$ cat config.mk
export PLATFORM = sky130hd
export DESIGN_NAME = instr_fetch_unit_flat
export DESIGN_NICKNAME = d
export VERILOG_FILES = /design/src/rtl/rv_core_pkg.sv /design/src/rtl/instr_fetch_unit_if.sv /design/src/rtl/pc_next_calc.sv /design/src/rtl/instr_fetch_unit.sv /design/src/flat_wrapper.sv
export SDC_FILE = /design/constraint.sdc
export NUM_CORES = 1
export LEC_CHECK = 0
export CORE_ASPECT_RATIO = 1.25
export CORE_UTILIZATION = 52
export DETAILED_ROUTE_END_ITERATION = 16
export MAX_ROUTING_LAYER = met4
export PLACE_DENSITY = 0.95
export SKIP_CTS_REPAIR_TIMING = 1
export SLEW_MARGIN = 20
export SYNTH_ARGS = -nofsm -noshare
export SYNTH_HDL_FRONTEND = slang
export SYNTH_SLANG_ARGS = --single-unit
$ cat constraint.sdc
create_clock -name clk -period 5.7 [get_ports clk]
set_input_delay 1.14 -clock clk [delete_from_list [all_inputs] [get_ports clk]]
set_output_delay 1.14 -clock clk [all_outputs]
set_load 0.01 [all_outputs]
$ cat src/rtl/rv_core_pkg.sv
// Shared core definitions: datapath width, fetch FSM states and base opcodes
// used by fetch, control and the sign extender.
package rv_core_pkg;

  localparam int XLEN    = 64;
  localparam int PC_STEP = 4;

  typedef enum logic [1:0] {
    FETCH = 2'd0,
    HOLD  = 2'd1,
    HALT  = 2'd2
  } fetch_state_e;

  localparam logic [6:0] OP_LOAD   = 7'b0000011;
  localparam logic [6:0] OP_STORE  = 7'b0100011;
  localparam logic [6:0] OP_BRANCH = 7'b1100011;
  localparam logic [6:0] OP_OP_IMM = 7'b0010011;

endpackage : rv_core_pkg

$ cat src/rtl/instr_fetch_unit_if.sv
// Instruction memory request/acknowledge bus between the fetch stage (master)
// and instruction memory (slave).
interface instr_fetch_unit_if #(
  parameter int XLEN = rv_core_pkg::XLEN
);

  logic            imem_req;
  logic [XLEN-1:0] imem_addr;
  logic            imem_ack;
  logic [31:0]     imem_rdata;

  modport master (
    output imem_req,
    output imem_addr,
    input  imem_ack,
    input  imem_rdata
  );

  modport slave (
    input  imem_req,
    input  imem_addr,
    output imem_ack,
    output imem_rdata
  );

endinterface : instr_fetch_unit_if

$ cat src/rtl/pc_next_calc.sv
// Next-PC adder: sequential step or branch target, plus a misalignment flag.
// Shared with the branch unit, so it stays purely combinational.
module pc_next_calc #(
  parameter int XLEN = rv_core_pkg::XLEN
) (
  input  logic [XLEN-1:0] pc_i,
  input  logic            branch_taken_i,
  input  logic [XLEN-1:0] branch_offset_i,
  output logic [XLEN-1:0] next_pc_o,
  output logic            misaligned_o
);
  import rv_core_pkg::*;

  logic [XLEN-1:0] step;

  // Offset is already sign-extended, so a plain modulo add covers both directions.
  assign step         = branch_taken_i ? branch_offset_i : XLEN'(PC_STEP);
  assign next_pc_o    = pc_i + step;
  assign misaligned_o = |next_pc_o[1:0];

endmodule : pc_next_calc

$ cat src/rtl/instr_fetch_unit.sv
// Single-issue fetch stage: owns the PC, fetches one word per request/ack,
// holds it for decode until consumed, then advances or halts on misalignment.
module instr_fetch_unit #(
  parameter int              XLEN     = rv_core_pkg::XLEN,
  parameter logic [XLEN-1:0] RESET_PC = '0
) (
  input  logic                clk,
  input  logic                rst_n,
  instr_fetch_unit_if.master  imem,
  output logic                instr_valid,
  output logic [31:0]         instr,
  output logic [6:0]          opcode,
  output logic [XLEN-1:0]     pc_out,
  input  logic                instr_ready,
  input  logic                branch_taken,
  input  logic [XLEN-1:0]     branch_offset,
  output logic                fault,
  output logic [XLEN-1:0]     fetch_count
);
  import rv_core_pkg::*;

  fetch_state_e    state_q, state_d;
  logic [XLEN-1:0] pc_q, pc_d;
  logic [31:0]     instr_q, instr_d;
  logic [XLEN-1:0] count_q, count_d;
  logic [XLEN-1:0] next_pc;
  logic            next_misaligned;

  pc_next_calc #(.XLEN(XLEN)) u_pc_next_calc (
    .pc_i            (pc_q),
    .branch_taken_i  (branch_taken),
    .branch_offset_i (branch_offset),
    .next_pc_o       (next_pc),
    .misaligned_o    (next_misaligned)
  );

  // NOTE: every signal assigned here gets a default first, so no path can
  // leave one unassigned and infer a latch.
  always_comb begin
    state_d = state_q;
    pc_d    = pc_q;
    instr_d = instr_q;
    count_d = count_q;
    unique case (state_q)
      FETCH: begin
        if (imem.imem_ack) begin
          instr_d = imem.imem_rdata;
          state_d = HOLD;
        end
      end
      HOLD: begin
        if (instr_ready) begin
          pc_d    = next_pc;
          count_d = count_q + XLEN'(1);
          state_d = next_misaligned ? HALT : FETCH;
        end
      end
      HALT: begin
        state_d = HALT;
      end
      default: begin
        state_d = FETCH;
      end
    endcase
  end

  // NOTE: state uses non-blocking assignments so every register samples the
  // pre-edge values; blocking here would create ordering-dependent races.
  always_ff @(posedge clk or negedge rst_n) begin
    if (!rst_n) begin
      state_q <= FETCH;
      pc_q    <= RESET_PC;
      instr_q <= '0;
      count_q <= '0;
    end else begin
      state_q <= state_d;
      pc_q    <= pc_d;
      instr_q <= instr_d;
      count_q <= count_d;
    end
  end

  // Request is gated by rst_n so an in-flight fetch is dropped the moment
  // reset asserts, not at the next edge.
  assign imem.imem_req  = (state_q == FETCH) && rst_n;
  assign imem.imem_addr = pc_q;

  assign instr_valid = (state_q == HOLD);
  assign instr       = instr_q;
  assign opcode      = instr_q[6:0];
  assign pc_out      = pc_q;
  assign fault       = (state_q == HALT);
  assign fetch_count = count_q;

endmodule : instr_fetch_unit
$ cat src/flat_wrapper.sv
// flat-port wrapper written by rule: the top's interface ports become plain ports
module instr_fetch_unit_flat import rv_core_pkg::*;
#(
  parameter int              XLEN     = rv_core_pkg::XLEN,
  parameter logic [XLEN-1:0] RESET_PC = '0
)
  (clk, rst_n, instr_valid, instr, opcode, pc_out, instr_ready, branch_taken, branch_offset, fault, fetch_count, imem_imem_req, imem_imem_addr, imem_imem_ack, imem_imem_rdata);
  instr_fetch_unit_if #(.XLEN(XLEN)) imem_i ();
  input  logic clk;
  input  logic rst_n;
  output logic instr_valid;
  output logic [31:0] instr;
  output logic [6:0] opcode;
  output logic [XLEN-1:0] pc_out;
  input  logic instr_ready;
  input  logic branch_taken;
  input  logic [XLEN-1:0] branch_offset;
  output logic fault;
  output logic [XLEN-1:0] fetch_count;
  output wire logic [$bits(imem_i.imem_req)-1:0] imem_imem_req;
  output wire logic [$bits(imem_i.imem_addr)-1:0] imem_imem_addr;
  input wire logic [$bits(imem_i.imem_ack)-1:0] imem_imem_ack;
  input wire logic [$bits(imem_i.imem_rdata)-1:0] imem_imem_rdata;
  assign imem_imem_req = imem_i.imem_req;
  assign imem_imem_addr = imem_i.imem_addr;
  assign imem_i.imem_ack = imem_imem_ack;
  assign imem_i.imem_rdata = imem_imem_rdata;
  instr_fetch_unit #(.XLEN(XLEN), .RESET_PC(RESET_PC)) u_core (.clk(clk), .rst_n(rst_n), .imem(imem_i), .instr_valid(instr_valid), .instr(instr), .opcode(opcode), .pc_out(pc_out), .instr_ready(instr_ready), .branch_taken(branch_taken), .branch_offset(branch_offset), .fault(fault), .fetch_count(fetch_count));
endmodule
# After elaboration in Yosys (flattened, before gate mapping)
# Cells that the tools add are included.
dict set report op_classes {
  n_reduce_logical 6
  mux 5
  add_sub_neg 2
  eq_ne 4
}
# operator n
set op_table {}
lappend op_table {{adder 64 x 1 -> 64 bit (second input constant)} 1}
lappend op_table {{adder 64 bit} 1}
lappend op_table {{2-to-1 mux 64 bit} 1}
lappend op_table {{2-to-1 mux 2 bit} 3}
lappend op_table {{case mux 2 bit (3 select lines)} 1}
lappend op_table {{AND reduction 2 bit} 3}
lappend op_table {{== test 2 x 1 -> 1 bit (second input constant)} 1}
lappend op_table {{== test 2 bit (second input constant)} 1}
lappend op_table {{logical NOT 2 bit} 1}
lappend op_table {{!= test 2 x 1 -> 1 bit (second input constant)} 1}
lappend op_table {{!= test 2 bit (second input constant)} 1}
lappend op_table {{OR reduction 2 bit} 1}
lappend op_table {{logical AND 1 bit} 1}
dict set report totals {
  reg_bits 162
  out_inout_bits 234
  elab_cells 21
}

# Logic depth before layout (Yosys ltp)
dict set report depth {
  ltp_word 6
  ltp_mapped 15
}

# By module
# From an unflattened synthesis, not the netlist that was laid out.
dict set report unflattened {
  hier_cells 1358
  area_unflattened_um2 11639.9
}
# module seq_area_each_um2 instances area_per_inst_um2 cells_each
set modules_own_cells {}
lappend modules_own_cells {instr_fetch_unit 4053.9 1 7150.6 695}
lappend modules_own_cells {pc_next_calc 0.0 1 4489.3 663}

# Least setup slack after synthesis
# OpenSTA, ideal clock, no wires.
dict set report synth_timing {
  path_kind {input to register}
  start {input port branch_taken}
  end {register u_core.pc_q[61] (netlist: u_core.imem.imem_addr[61])}
  setup_ps 129
  path_stages 15
  slack_ps 1769
  arrival_ps 3802
  path_buffers 3
  cell_sequence {clkbuf_1 -> clkbuf_1 -> and2_1 -> ha_1 -> buf_6 -> a21o_1 -> a31oi_1 -> o21bai_1 -> a211o_1 -> a221oi_2 -> o41ai_2 -> a21o_1 -> a21bo_4 -> mux2i_1 -> o21ai_1}
}
dict set report synth_via {
  elab_chain_len 2
}
# element line
set synth_lines {}
lappend synth_lines {{from (decl)} flat_wrapper.sv:16} ;# input logic branch_taken;
lappend synth_lines {{2-to-1 mux 64 bit} pc_next_calc.sv:17} ;# assign step = branch_taken_i ? branch_offset_i : XLEN'(PC_STEP);
lappend synth_lines {{adder 64 bit} pc_next_calc.sv:18} ;# assign next_pc_o = pc_i + step;
lappend synth_lines {{to (signal assigned)} instr_fetch_unit.sv:77} ;# pc_q <= pc_d;
lappend synth_lines {{to (decl)} instr_fetch_unit.sv:23} ;# logic [XLEN-1:0] pc_q, pc_d;
# No other way between the ends.
# A chain may end at the register's enable or synchronous reset.

# Worst setup path after layout
dict set report layout_timing {
  start {input port branch_taken}
  end {register u_core.pc_q[63] (netlist: u_core.imem.imem_addr[63])}
}
# Same word-level chain as after synthesis.

==> metrics <==
Post-DP HPWL 25400 um; Net Count, Synth 1397; Ys Warns 0; Avg Inst Size Synth 9.02 sq um; mapped cell area 0.0111 sq mm; PD cells 446 mW/mm^2; CP Capture Type register; TritonCTS Sinks 162; Wirelength per Cell 18.5 um; Initial Util 53.1%; asr flop ratio synth 100%; cell with the most instances after synthesis dfrtp_1; Final WS setup 1.25 ns; CTS clock-pin slew for the worst setup and hold paths 0.07 ns; Cell Count, Final, Fillers Out 1762; Final Hold Fails 0; worst hold path type register to register; Core ar. 0.0209 sq mm; Global Route Usage Sum 30.2%; clk_skew 0.0133 ns; WS Path Type input port to register; crit start category input port; Via-to-Cell Ratio 5.79; Final ANT Viol Nets 0; number of global-route vias before repair 9936; Commonest cells post-synth dfrtp_1 (162), nand2_1 (150), o21ai_0 (86), xnor2_1 (76), a21oi_1 (75); Top Ports 335; largest area contributor in the netlist dfrtp_1; RSZ-0062 raised after global routing false; antenna cells 0; Util after Layout 70.5%; worst-margin pin slew 1.02 ns; Arr. time, crit path 4.82 ns; worst skew pair latency 0.44 ns; Worst Path Required 6.07 ns; H-tree depth 4; input/output buffers 334; Max Buffers Root-to-Sink 2; worst vdd ir 265 uV; post-synthesis register bit count 162; total gr overflow 0; Syn Inst Count 1230; first-pass GRT wire length 50200 um; CTS tree done; DR pass1 iterations 5; Most used DFF post-synth dfrtp_1; WL final 32600 um; CTS Buf Count 17; Die W 133 um; main area contributors after synthesis dfrtp_1 (37%), ha_1 (7.3%), xnor2_1 (6.0%); layout net count 1642; Pleak 0.00647 uW; Max Cap Violations 0; Fmax 225 MHz; initial drt markers 615; Slew Limit Fails 0; post-synthesis sequential area ratio 36.6%; die area 0.0219 sq mm; Place WS 0.925 ns; Final setup viols 0; top-area cell type share of the netlist area 36.6%; antenna violations before repair 0; Fin Setup TNS 0 ns; die height 165 um; layout cell share with drive strength beyond 1 7.12%; Period minus WS final 4.45 ns; Synth cell types 77; overall power 6570 uW; pin count of the biggest net entering global routing 81; Root Buffer clkbuf_16; DR vias 10206; DRC viols 0; Syn-to-layout area delta 32.7%; CP Max Fanout 33; Final period util 78.0%; RD Place Congestion 1.00; placed cells 1730; status complete, no violations; Post-synth EDFFs 0; Slew Limit Headroom 31.7%; row count 59
[critical path, stage by stage]
cell and delay [ns]:
clkdlybuf4s50_1 0.55, buf_4 0.32, and2_1 0.19, ha_1 0.32
a21o_1 0.25, a31oi_1 0.21, o21bai_1 0.13, a211o_1 0.35
a221oi_2 0.30, o41ai_2 0.12, buf_4 0.18, a21o_1 0.16
o21ai_0 0.20, nor3b_2 0.23, xor2_1 0.15
[power breakdown]
group	switching, uW	internal, uW	leakage [uW]
registers	380	1490	0.00208
logic	1750	1790	0.00410
clock network	551	601	0.000290
[path summary, 6_finish.rpt]
kind	start	end	slack, ns	depth (start not counted)
max	branch_taken	u_core.imem.imem_addr[63]	1.25	15
min	u_core.fetch_count[51]	u_core.fetch_count[51]	0.50	1
max reg2reg	u_core.imem.imem_addr[0]	u_core.imem.imem_addr[56]	2.49	13
min reg2reg	u_core.fetch_count[51]	u_core.fetch_count[51]	0.50	1
max in group asynchronous	rst_n	u_core.instr[22]	3.93	2
min in group asynchronous	rst_n	u_core.fetch_count[17]	0.55	1
[layout by cell type (no fill, tap or decap), types with 8 or more instances in the layout]
cell type          n
nor2_1            54
buf_4              9
a21o_1            30
inv_1             24
o21a_1            10
nor3_1            16
clkbuf_16         17
o21ai_0           86
dfrtp_1          162
and2_1            67
nand2_1          149
xor2_1            42
a21oi_1           75
nand3_1           38
a31oi_1            9
clkdlybuf4s50_1  333
o21bai_1          18
mux2_2            33
nand4_1           31
ha_1              65
xnor2_1           76
nand2b_1           8
and3_1            22
[through the flow]
step | hold slack, ns | area (sq um)
2_1_floorplan | 0.504 | 11100
3_3_place_gp | 0.456 | 14100
3_5_place_dp | 0.483 | 14100
4_1_cts | 0.497 | 14700
5_1_grt | 0.517 | 14700
6_report | 0.497 | 14700
[routing by layer]
metal / vias to the layer above / global-route usage (%) / routed length, um
met1: 4863 / 31.6 / 12100
met3: 91 / 5.07 / 2270
met4: 0 / 13.7 / 1140
li1: 4741 / - / -
met5: - / - / 0
met2: 511 / 55.7 / 17100
[flip-flops by register name, indices dropped and copies added (netlist names)]
register / flops
u_core.fetch_count: 64
u_core.imem.imem_addr: 64
u_core.instr: 32
u_core.state_q: 2
[cells by family (layout without fill, tap and decap cells)]
group           count (synthesis)  in the layout  share of synthesized area, %
fa+ha+maj                      66             66                          7.51
xor+xnor                      118            118                          9.32
buf+inv                       141            399                          7.47
mux                            35             35                          3.53
compound gates                279            279                          15.8
flops                         162            162                          36.6
simple gates                  429            429                          19.8
[area by class of cell]
| cell class | count | area, sq um |
|---|---|---|
| Clock inverter | 14 | 161 |
| Sequential cell | 162 | 4050 |
| Clock buffer | 18 | 439 |
| Inverter | 24 | 90.1 |
| Multi-Input combinational cell | 927 | 6220 |
| Tap cell | 274 | 343 |
| Timing Repair Buffer | 343 | 3410 |
| Fill cell | 1507 | 6170 |
(Power assumes the default switching activity.)
